===== config.mk =====
export PLATFORM = sky130hd
export DESIGN_NAME = pwm_capture
export DESIGN_NICKNAME = d
export VERILOG_FILES = /design/src/rtl/pwm_capture.sv
export SDC_FILE = /design/constraint.sdc
export NUM_CORES = 1
export LEC_CHECK = 0
export BUFFER_PORTS_ARGS = -buffer_cell sky130_fd_sc_hd__buf_2
export CAP_MARGIN = 40
export CELL_PAD_IN_SITES_DETAIL_PLACEMENT = 2
export CELL_PAD_IN_SITES_GLOBAL_PLACEMENT = 2
export CORE_AREA = 2 2 101 201
export DETAILED_ROUTE_END_ITERATION = 7
export DIE_AREA = 0 0 103 203
export HOLD_SLACK_MARGIN = 0.12
export PLACE_DENSITY = 0.82
export REMOVE_ABC_BUFFERS = 1
export SLEW_MARGIN = 20
export SYNTH_ARGS = -nofsm -noshare
export SYNTH_HDL_FRONTEND = slang
export SYNTH_SLANG_ARGS = --single-unit

===== constraint.sdc =====
create_clock -name clk -period 3.2 [get_ports clk]
set_clock_uncertainty 0.15 [all_clocks]
set_input_delay 0.48 -clock clk [delete_from_list [all_inputs] [get_ports clk]]
set_output_delay 0.48 -clock clk [all_outputs]
set_load 0.05 [all_outputs]

===== src/rtl/pwm_capture.sv =====
// PWM capture: measures high time and period, converts to an 8-bit duty code.
// Optional glitch filter is enabled by defining PWM_CAPTURE_GLITCH_FILTER_EN.
module pwm_capture #(
  parameter int CNT_W      = 16,
  parameter int MAX_PERIOD = 1024
) (
  input  logic             clk,
  input  logic             rst_n,
  input  logic             pwm_in,
  input  logic             en,
  output logic [7:0]       duty,
  output logic [CNT_W-1:0] high_cnt,
  output logic [CNT_W-1:0] period_cnt,
  output logic             valid,
  output logic             stuck,
  output logic             overrun
);

  typedef enum logic {IDLE, MEASURE} state_e;

  localparam logic [CNT_W-1:0] MAXP = CNT_W'(MAX_PERIOD);
  localparam logic [CNT_W-1:0] ONE  = CNT_W'(1);

  logic s1_q, s2_q;
  logic lvl, rise;

  always_ff @(posedge clk or negedge rst_n) begin
    if (!rst_n) begin
      s1_q <= 1'b0;
      s2_q <= 1'b0;
    end else begin
      s1_q <= pwm_in;
      s2_q <= s1_q;
    end
  end

`ifdef PWM_CAPTURE_GLITCH_FILTER_EN
  logic h1_q, h2_q, f_q, f_d;

  // Output follows the input only after three identical samples.
  always_comb begin
    f_d = f_q;
    if (s2_q == h1_q && h1_q == h2_q) f_d = s2_q;
  end

  always_ff @(posedge clk or negedge rst_n) begin
    if (!rst_n) begin
      h1_q <= 1'b0;
      h2_q <= 1'b0;
      f_q  <= 1'b0;
    end else begin
      h1_q <= s2_q;
      h2_q <= h1_q;
      f_q  <= f_d;
    end
  end

  assign lvl  = f_d;
  assign rise = f_d & ~f_q;
`else
  logic s3_q;

  always_ff @(posedge clk or negedge rst_n) begin
    if (!rst_n) s3_q <= 1'b0;
    else        s3_q <= s2_q;
  end

  assign lvl  = s2_q;
  assign rise = s2_q & ~s3_q;
`endif

  state_e           state_q, state_d;
  logic [CNT_W-1:0] per_q, per_d;
  logic [CNT_W-1:0] hi_q, hi_d;
  logic             busy_q, busy_d;
  logic [3:0]       step_q, step_d;
  logic [CNT_W:0]   rem_q, rem_d;
  logic [CNT_W:0]   rem_sh;
  logic [CNT_W-1:0] dvs_q, dvs_d;
  logic [CNT_W-1:0] hop_q, hop_d;
  logic [7:0]       quo_q, quo_d;
  logic             sat_q, sat_d;
  logic             pend_q, pend_d;
  logic             plvl_q, plvl_d;
  logic [7:0]       duty_q, duty_d;
  logic [CNT_W-1:0] hcnt_q, hcnt_d;
  logic [CNT_W-1:0] pcnt_q, pcnt_d;
  logic             valid_q, valid_d;
  logic             stuck_q, stuck_d;
  logic             ovr_q, ovr_d;

  assign rem_sh = {rem_q[CNT_W-1:0], 1'b0};

  always_comb begin
    state_d = state_q;
    per_d   = per_q;
    hi_d    = hi_q;
    busy_d  = busy_q;
    step_d  = step_q;
    rem_d   = rem_q;
    dvs_d   = dvs_q;
    hop_d   = hop_q;
    quo_d   = quo_q;
    sat_d   = sat_q;
    pend_d  = pend_q;
    plvl_d  = plvl_q;
    duty_d  = duty_q;
    hcnt_d  = hcnt_q;
    pcnt_d  = pcnt_q;
    valid_d = 1'b0;
    stuck_d = stuck_q;
    ovr_d   = 1'b0;
    if (!en) begin
      state_d = IDLE;
      per_d   = '0;
      hi_d    = '0;
      busy_d  = 1'b0;
      step_d  = '0;
      pend_d  = 1'b0;
    end else begin
      if (busy_q) begin
        if (step_q == 4'd8) begin
          busy_d  = 1'b0;
          valid_d = 1'b1;
          stuck_d = 1'b0;
          duty_d  = sat_q ? 8'hff : quo_q;
          hcnt_d  = hop_q;
          pcnt_d  = dvs_q;
        end else begin
          step_d = step_q + 4'd1;
          if (rem_sh >= {1'b0, dvs_q}) begin
            rem_d = rem_sh - {1'b0, dvs_q};
            quo_d = {quo_q[6:0], 1'b1};
          end else begin
            rem_d = rem_sh;
            quo_d = {quo_q[6:0], 1'b0};
          end
        end
      end else if (pend_q) begin
        pend_d  = 1'b0;
        valid_d = 1'b1;
        stuck_d = 1'b1;
        duty_d  = {8{plvl_q}};
        hcnt_d  = '0;
        pcnt_d  = '0;
      end
      unique case (state_q)
        IDLE: begin
          if (rise) begin
            state_d = MEASURE;
            per_d   = ONE;
            hi_d    = ONE;
          end
        end
        MEASURE: begin
          if (rise) begin
            per_d = ONE;
            hi_d  = ONE;
            if (busy_q) begin
              ovr_d = 1'b1;
            end else begin
              busy_d = 1'b1;
              step_d = '0;
              rem_d  = {1'b0, hi_q};
              dvs_d  = per_q;
              hop_d  = hi_q;
              quo_d  = '0;
              sat_d  = (hi_q >= per_q);
            end
          end else if (per_q == MAXP) begin
            state_d = IDLE;
            per_d   = '0;
            hi_d    = '0;
            // Timeout is deferred until the divider has posted.
            if (busy_q) begin
              pend_d = 1'b1;
              plvl_d = lvl;
            end else begin
              valid_d = 1'b1;
              stuck_d = 1'b1;
              duty_d  = {8{lvl}};
              hcnt_d  = '0;
              pcnt_d  = '0;
            end
          end else begin
            per_d = per_q + ONE;
            if (lvl) hi_d = hi_q + ONE;
          end
        end
        default: state_d = IDLE;
      endcase
    end
  end

  always_ff @(posedge clk or negedge rst_n) begin
    if (!rst_n) begin
      state_q <= IDLE;
      per_q   <= '0;
      hi_q    <= '0;
      busy_q  <= 1'b0;
      step_q  <= '0;
      rem_q   <= '0;
      dvs_q   <= '0;
      hop_q   <= '0;
      quo_q   <= '0;
      sat_q   <= 1'b0;
      pend_q  <= 1'b0;
      plvl_q  <= 1'b0;
      duty_q  <= '0;
      hcnt_q  <= '0;
      pcnt_q  <= '0;
      valid_q <= 1'b0;
      stuck_q <= 1'b0;
      ovr_q   <= 1'b0;
    end else begin
      state_q <= state_d;
      per_q   <= per_d;
      hi_q    <= hi_d;
      busy_q  <= busy_d;
      step_q  <= step_d;
      rem_q   <= rem_d;
      dvs_q   <= dvs_d;
      hop_q   <= hop_d;
      quo_q   <= quo_d;
      sat_q   <= sat_d;
      pend_q  <= pend_d;
      plvl_q  <= plvl_d;
      duty_q  <= duty_d;
      hcnt_q  <= hcnt_d;
      pcnt_q  <= pcnt_d;
      valid_q <= valid_d;
      stuck_q <= stuck_d;
      ovr_q   <= ovr_d;
    end
  end

  assign duty       = duty_q;
  assign high_cnt   = hcnt_q;
  assign period_cnt = pcnt_q;
  assign valid      = valid_q;
  assign stuck      = stuck_q;
  assign overrun    = ovr_q;

endmodule

# After elaboration in Yosys (flattened, before gate mapping)
# Index checks and enable logic that the tools add are counted.
dict set report totals {
  ff_bits 144
  elab_cells 125
}
dict set report op_classes {
  mux 86
  n_reduce_logical 3
  n_bitwise 5
  order_cmp 2
  eq_ne 4
  add_sub_neg 4
}
# op n
set ops {}
lappend ops {{$mux 16} 22}
lappend ops {{$mux 8} 13}
lappend ops {{$mux 17} 6}
lappend ops {{$pmux 16 s2} 2}
lappend ops {{$mux 1} 36}
lappend ops {{$add 16x1->16 const B} 2}
lappend ops {{$mux 4} 6}
lappend ops {{$ge 17x16->1} 1}
lappend ops {{$sub 17x16->17} 1}
lappend ops {{$eq 16x11->1 const B} 1}
lappend ops {{$ge 16x16->1} 1}
lappend ops {{$ne 5x4->1 const B} 1}
lappend ops {{$reduce_and 5->1} 1}
lappend ops {{$add 4x1->4 const B} 1}
lappend ops {{$eq 4x4->1 const B} 1}
lappend ops {{$not 1->1} 4}
lappend ops {{$reduce_and 4->1} 1}
lappend ops {{$ne 3x3->1 const B} 1}
lappend ops {{$pmux 1 s2} 1}
lappend ops {{$reduce_and 2->1} 1}
lappend ops {{$and 1x1->1} 1}

# Depth between registers and ports, before layout
# Gate-level depths: netlist (run 1).
dict set report logic_depth {
  depth_word 8
  depth_mapped 11
  depth_no_buf 10
}

# Least setup slack after synthesis (run 1)
# OpenSTA, ideal clock, no wires.
dict set report synth_path {
  kind {reg-to-reg}
  startpoint {register rem_q[9]}
  endpoint {register rem_q[12]}
  synth_period_minus_slack_ps 2246
  t_arrival_ps 1972
  setup_slack_ps 954
  path_buffers 2
  path_stages_with_launch 9
  required_ps 2926
  setup_ps 124
  cell_sequence {dfrtp_1 ha_1 buf_2 nand3_2 or3_4 o21ai_2 o21ai_2 buf_6 o31a_1}
}
dict set report synth_between {
  elab_chain_len 7
  word_cells_on_any_way 8
  cone_classes {add/sub (1); order compare (1); mux (6)}
}
# element line
set synth_lines {}
lappend synth_lines {{start, declared} 77} ;# logic [CNT_W:0] rem_q, rem_d;
lappend synth_lines {{start signal, assigned} 221} ;# rem_q <= rem_d;
lappend synth_lines {{$sub 17x16->17 / $ge 17x16->1 (equally long branches)} {132, 131}}
lappend synth_lines {{$mux 17 (*)} 131} ;# if (rem_sh >= {1'b0, dvs_q}) begin
lappend synth_lines {{$mux 17 (*)} 122} ;# if (step_q == 4'd8) begin
lappend synth_lines {{$mux 17 (*)} 121} ;# if (busy_q) begin
lappend synth_lines {{$mux 17} 159} ;# if (busy_q) begin
lappend synth_lines {{$mux 17} 156} ;# if (rise) begin
lappend synth_lines {{$mux 17 (*)} 147} ;# unique case (state_q)
# Mark *: on every way between the ends. The rest lies on a longest branch, timed or not.
# A chain may end at the register's enable or synchronous reset.

# Worst setup path after layout (run 1)
dict set report layout_path {
  startpoint {register per_q[0]}
  endpoint {register hi_q[3]}
}
dict set report layout_between {
  elab_chain_len 5
  word_cells_on_any_way 7
  cone_classes {eq/ne (2); mux (4); reduce/logical (1)}
}
# element line
set layout_lines {}
lappend layout_lines {{start, declared} 73} ;# logic [CNT_W-1:0] per_q, per_d;
lappend layout_lines {{start signal, assigned} 217} ;# per_q <= per_d;
lappend layout_lines {{$eq 16x11->1 (*)} 170} ;# end else if (per_q == MAXP) begin
lappend layout_lines {{$mux 16} 170}
lappend layout_lines {{$mux 16} 156}
lappend layout_lines {{$pmux 16 s2} 147}
lappend layout_lines {{$mux 16} 113} ;# if (!en) begin
lappend layout_lines {{end signal, assigned} 218} ;# hi_q <= hi_d;
lappend layout_lines {{end, declared} 74} ;# logic [CNT_W-1:0] hi_q, hi_d;
# Marked as above.

==> results_dict.tcl, run 1 <==
set metrics [dict create \
    status "complete, no violations" \
    synth_area_leaders "dfrtp_1 (48%), ha_1 (6.2%), nand2_1 (4.9%), a22o_1 (4.7%), o21ai_0 (3.5%)" \
    power.switching_mw 2.19 \
    synth-compound-area-share_pct 21.0 \
    synth_area_um2 7470 \
    seqPwrFrac_pct 34.5 \
    worstSetupStartpointType "flip-flop" \
    layout-drive-gt1-share_pct 15.4 \
    r2r_start "per_q[0]" \
    worstSetupEndpointType "flip-flop" \
    first_pass_iters 4 \
    dp_hpwl_um 17900 \
    synth_top_family_by_area "compound AO/OA/AOI/OAI gates" \
    holdPathStages 0 \
    core_um2 19300 \
    rsz0062_at_grt "no" \
    synth_top_area_share_pct 47.9 \
    synth_top_area_cell "dfrtp_1" \
    synthArstFlopShare_pct 100 \
    detail_route.drc_violations 0 \
    cts_root_buf "clkbuf_16" \
    met3_usage_pct 3.86 \
    clk_latency_ns 0.44 \
    clk_pin_slew_ns 0.06 \
    pwr-share-clk_pct 32.9 \
    cts_setup_buffers 0 \
    ys_seq_elements 143 \
    nets 859 \
    fin_util_pct 45.0 \
    areaGrowthSynthToFinish_pct 16.2 \
    grt_antenna_before_repair 0 \
    crit_required_ns 3.39 \
    slew_headroom_pct 50.4 \
    max_slew.worst_pin.slew_ns 0.742 \
    cts_resized 0 \
    cts_max_level 4 \
    slew_violations 0 \
    pwr-share-comb_pct 32.7 \
    min_to "lvl" \
    synth_xor_area_share_pct 2.81 \
    synthTopCellsByCount "dfrtp_1 (143), nand2_1 (98), o21ai_0 (53)" \
    ant_nets 0 \
    synthCells 768 \
    power_leakage_nw 4.09 \
    min-delay-path-class "reg2reg" \
    layout.cells.non_filler 1089 \
    pre_cts_ws_ns 0.547 \
    syn_avg_cell_area_um2 9.73 \
    yosys_warnings 0 \
    die_w_um 103 \
    p_sw_share_pct 35.3 \
    num_antenna_cells 0 \
    reg2reg_depth 10 \
    wl_um 25500 \
    synth_mux_area_share_pct 1.77 \
    met2_usage_pct 46.8 \
    power_density_nw_per_um2 714 \
    period_share_pct 85.2 \
    critPathMaxFanout 13 \
    stdcell_area_um2 8680 \
    wl_per_cell_um 23.5 \
    fin_crit_ns 2.72 \
    placedInstanceArea_um2 8050 \
    setup_viol_count_final 0 \
    first_global_vias 7250 \
    hold_start "s1_q" \
    grt.total_usage_pct 26.4 \
    maxCapViolations 0 \
    yosys.area_share.adder_pct 6.46 \
    grtUsageMet1_pct 28.4 \
    synth-edff-count 0 \
    synth-simple-area-share_pct 15.2 \
    grt_max_degree 73 \
    yosysSeqAreaShare_pct 47.9 \
    vias 6238 \
    p_int_mw 4.01 \
    initial_core_util_pct 38.8 \
    fp.dieH_um 203 \
    reg2reg_to "hi_q[3]" \
    top_usage_layer "met2" \
    clock.fmax_ghz 0.367 \
    cts_max_path_buffers 2 \
    ios 47 \
    synth.most_common_cell "dfrtp_1" \
    arrival_ns 2.91 \
    io_buffers 46 \
    cts_hold_buf 2 \
    regToRegSetupSlack_ns 0.48 \
    ys_types 72 \
    layout_setup_ws_ns 0.475 \
    viasPerCell 5.73 \
    ir_worst_vdd_v 0.000352 \
    overflow 0 \
    dp_cells 1054 \
    critPathKind "reg2reg" \
    cts.sink_count 143 \
    gp_congestion 0.847 \
    final_hold_viol_count 0 \
    rows 72 \
    cts_buffers 17 \
    grt_pass1_wl_um 41300 \
    synth-main-ff-cell "dfrtp_1" \
    die_area_um2 20900 \
    cts_tree "yes" \
    drtIter0Drc 237 \
]
-- area by class of cell --
cell class	instances	area (um2)
fill	2108	10600
sequential	143	3580
multi-input combinational	540	3550
clock buffer	23	498
timing repair buffer	72	465
tap	259	324
inverter	43	161
clock inverter	9	106
-- per-stage QoR --
stage          total power [mW]  hold slack, ns  TNS (ns)
6_report                   6.20           0.229         0
4_1_cts                    6.25           0.242         0
2_1_floorplan              3.56          0.0344    -16.89
3_3_place_gp               4.00           0.248         0
5_1_grt                    6.55           0.239         0
3_5_place_dp               4.12           0.235         0
-- flip-flops by register name, indices dropped and copies added (netlist names), 4 cells and up --
signal	count
hi_q	16
high_cnt	16
duty	8
hop_q	16
period_cnt	16
quo_q	8
step_q	4
rem_q	16
per_q	16
dvs_q	16
-- logic make-up (layout without fill, tap and decap cells) --
group	after synthesis	in the layout
adder cells (fa/ha/maj)	38	38
XOR/XNOR	24	24
AND/OR/NAND/NOR	230	230
flip-flops	143	143
multiplexers	13	13
buffers and inverters	85	147
AO/OA/AOI/OAI	235	235
-- placed cells by master (no fill, tap or decap), types with 4 or more instances in the layout --
cell type,synthesis,final
a22oi_1,11,11
buf_2,16,45
inv_1,42,42
ha_1,37,37
xor2_1,5,5
o22ai_1,6,6
nand4_1,13,13
dfrtp_1,143,143
buf_4,1,21
o21ai_1,30,30
clkbuf_8,0,5
and3_1,9,9
nand3_1,20,20
a22o_1,40,40
nand2b_1,4,4
clkbuf_16,0,17
o211ai_1,7,7
mux2i_1,11,11
xnor2_1,19,19
a211oi_1,6,6
nand2_1,98,98
nor3_1,9,9
nor2_1,48,46
o21a_1,4,4
a31oi_1,6,6
o21ai_0,53,53
a21oi_1,32,32
a21o_1,11,11
-- worst max path at each step --
stage,end,startpoint,cells past startpoint
detailed placement,hi_q[3],per_q[0],10
global placement,hi_q[3],per_q[0],10
CTS,hi_q[3],per_q[0],10
floorplan,rem_q[15],lvl,7
global route,hi_q[3],per_q[0],10
finish,hi_q[3],per_q[0],10
-- power by group through the flow --
stage | Combinational (mW) | Sequential (mW) | Clock (mW)
floorplan | 1.39 | 2.17 | 0
detailed placement | 1.96 | 2.16 | 0
CTS | 2.03 | 2.13 | 2.09
global placement | 1.86 | 2.14 | 0
global route | 2.24 | 2.16 | 2.15
finish | 2.03 | 2.14 | 2.04
-- worst max-delay path: stages, from the launching register on --
cell and delay [ns]:
dfrtp_1 0.44, inv_1 0.12, ha_1 0.20, nor3b_1 0.16, nand4_4 0.15, nand2_1 0.15, nor2_1 0.60, buf_4 0.32
a21oi_1 0.09, nand2b_1 0.15, o31ai_1 0.08
-- metal layers --
layer	wire, um	up-vias	share of wire, %
met3	634	57	2.5
met5	0	-	0
li1	-	2830	-
met1	9130	3239	36
met4	1490	0	5.8
met2	14300	112	56
(Power assumes the default switching activity.)
==> run 2: changes to the inputs <==
--- a/config.mk
+++ b/config.mk
@@ -14,7 +14,6 @@
 export DIE_AREA = 0 0 103 203
 export HOLD_SLACK_MARGIN = 0.12
 export PLACE_DENSITY = 0.82
-export REMOVE_ABC_BUFFERS = 1
 export SLEW_MARGIN = 20
 export SYNTH_ARGS = -nofsm -noshare
 export SYNTH_HDL_FRONTEND = slang
==> results_dict.tcl, run 2 (synthesis gave the netlist of run 1 again) <==
set metrics [dict create \
    layout-drive-gt1-share_pct 15.2 \
    fp.dieH_um 203 \
    layout_setup_ws_ns 0.389 \
    power_mw 6.38 \
    drtIter0Drc 264 \
    rsz0062_at_grt "no" \
    max_slew.worst_pin.slew_ns 0.777 \
    ir_worst_vdd_v 0.000342 \
    grt_pass1_wl_um 41400 \
    wl_per_cell_um 23.8 \
    grt.total_usage_pct 26.6 \
    grt_max_degree 62 \
    gp_congestion 0.891 \
    io_buffers 46 \
    fillCellCount 2073 \
    critPathKind "reg2reg" \
    ant_nets 0 \
    cts_setup_buffers 0 \
    arrival_ns 2.97 \
    grt_antenna_before_repair 0 \
    cts_hold_buf 2 \
    core_um2 19300 \
    power_density_nw_per_um2 735 \
    tns_ns 0 \
    areaGrowthSynthToFinish_pct 16.1 \
    period_share_pct 87.8 \
    initial_core_util_pct 38.8 \
    fin_util_pct 45.0 \
    multi_input_area_um2 3550 \
    clk_pin_slew_ns 0.06 \
    status "complete, no violations" \
    worstSetupStartpointType "flip-flop" \
    maxCapViolations 0 \
    setup_viol_count_final 0 \
    rows 72 \
    nets 858 \
    stdcell_area_um2 8680 \
    cts_root_buf "clkbuf_16" \
    critPathMaxFanout 7 \
    cts_max_level 4 \
    clock.fmax_ghz 0.356 \
    cts_buffers 17 \
    first_global_vias 7220 \
    overflow 0 \
    min-delay-path-class "reg2reg" \
    slew_headroom_pct 48.0 \
    holdPathStages 0 \
    slew_violations 0 \
    layout_commonest_cell "dfrtp_1" \
    final_hold_viol_count 0 \
    whs_ns 0.220 \
    die_area_um2 20900 \
    wl_um 25900 \
    cts.sink_count 143 \
    placedInstanceArea_um2 8030 \
    ios 47 \
    dp_hpwl_um 18700 \
    layout.cells.non_filler 1088 \
    cts_tree "yes" \
    dp_cells 1053 \
    viasPerCell 5.76 \
    worstSetupEndpointType "flip-flop" \
    detail_route.drc_violations 0 \
    power_leakage_nw 4.09 \
    die_w_um 103 \
    clk_latency_ns 0.45 \
    seqCellArea_um2 3580 \
    synth_nets 810 \
    pre_cts_ws_ns 0.542 \
    cts_resized 0 \
    final_cell_mix "dfrtp_1 (143), nand2_1 (98), o21ai_0 (53), nor2_1 (46), buf_2 (45)" \
    num_antenna_cells 0 \
    fin_crit_ns 2.81 \
    vias 6269 \
    crit_required_ns 3.36 \
    first_pass_iters 6 \
    reg2reg_depth 8 \
    cts_max_path_buffers 2 \
]
-- run 2: cell count changes in the layout (fill, tap and decap cells not counted) --
cell and delta:
clkinv_4 -1, buf_6 -1, bufinv_16 +2, buf_8 +1
buf_12 -1, inv_6 +3, clkbuf_1 +1, clkbuf_8 -5
-- run 2: layer usage --
metal / GRT usage, % / part of all wire, % / vias up
met5: 0 / 0 / -
met3: 4.82 / 2.5 / 88
met2: 47.8 / 55 / 131
li1: - / - / 2829
met1: 27.3 / 36 / 3221
met4: 16.6 / 6.5 / 0
-- run 2: critical path, cell delays in order (launching register included) --
cell,delay [ns]
dfrtp_1,0.44
inv_1,0.12
ha_1,0.16
nor3b_1,0.37
nand4_4,0.21
o31ai_1,0.56
nand3_1,0.36
nand2_1,0.18
o211ai_1,0.11
-- run 2: final timing paths --
| path | start | endpoint | slack [ns] |
|---|---|---|---|
| min reg2reg | s1_q | lvl | 0.22 |
| min | s1_q | lvl | 0.22 |
| max reg2reg | per_q[0] | duty[5] | 0.39 |
| max | per_q[0] | duty[5] | 0.39 |
| min in group asynchronous | rst_n | period_cnt[0] | 0.44 |
| max in group asynchronous | rst_n | dvs_q[8] | 1.68 |
-- run 2: layout make-up --
cell class / instances / share of cell area (%)
flip-flops and latches: 143 / 41.2
multi-input cells: 540 / 40.9
repair buffers: 71 / 5.18
clock buffers: 19 / 4.99
well taps: 259 / 3.73
clock inverters: 13 / 2.12
inverters: 43 / 1.86
-- run 2: report_power, final --
group	switching, mW	leakage, nW	internal (mW)
sequential	0.176	1.93	1.97
combinational	1.28	1.87	0.795
clock	0.851	0.294	1.31
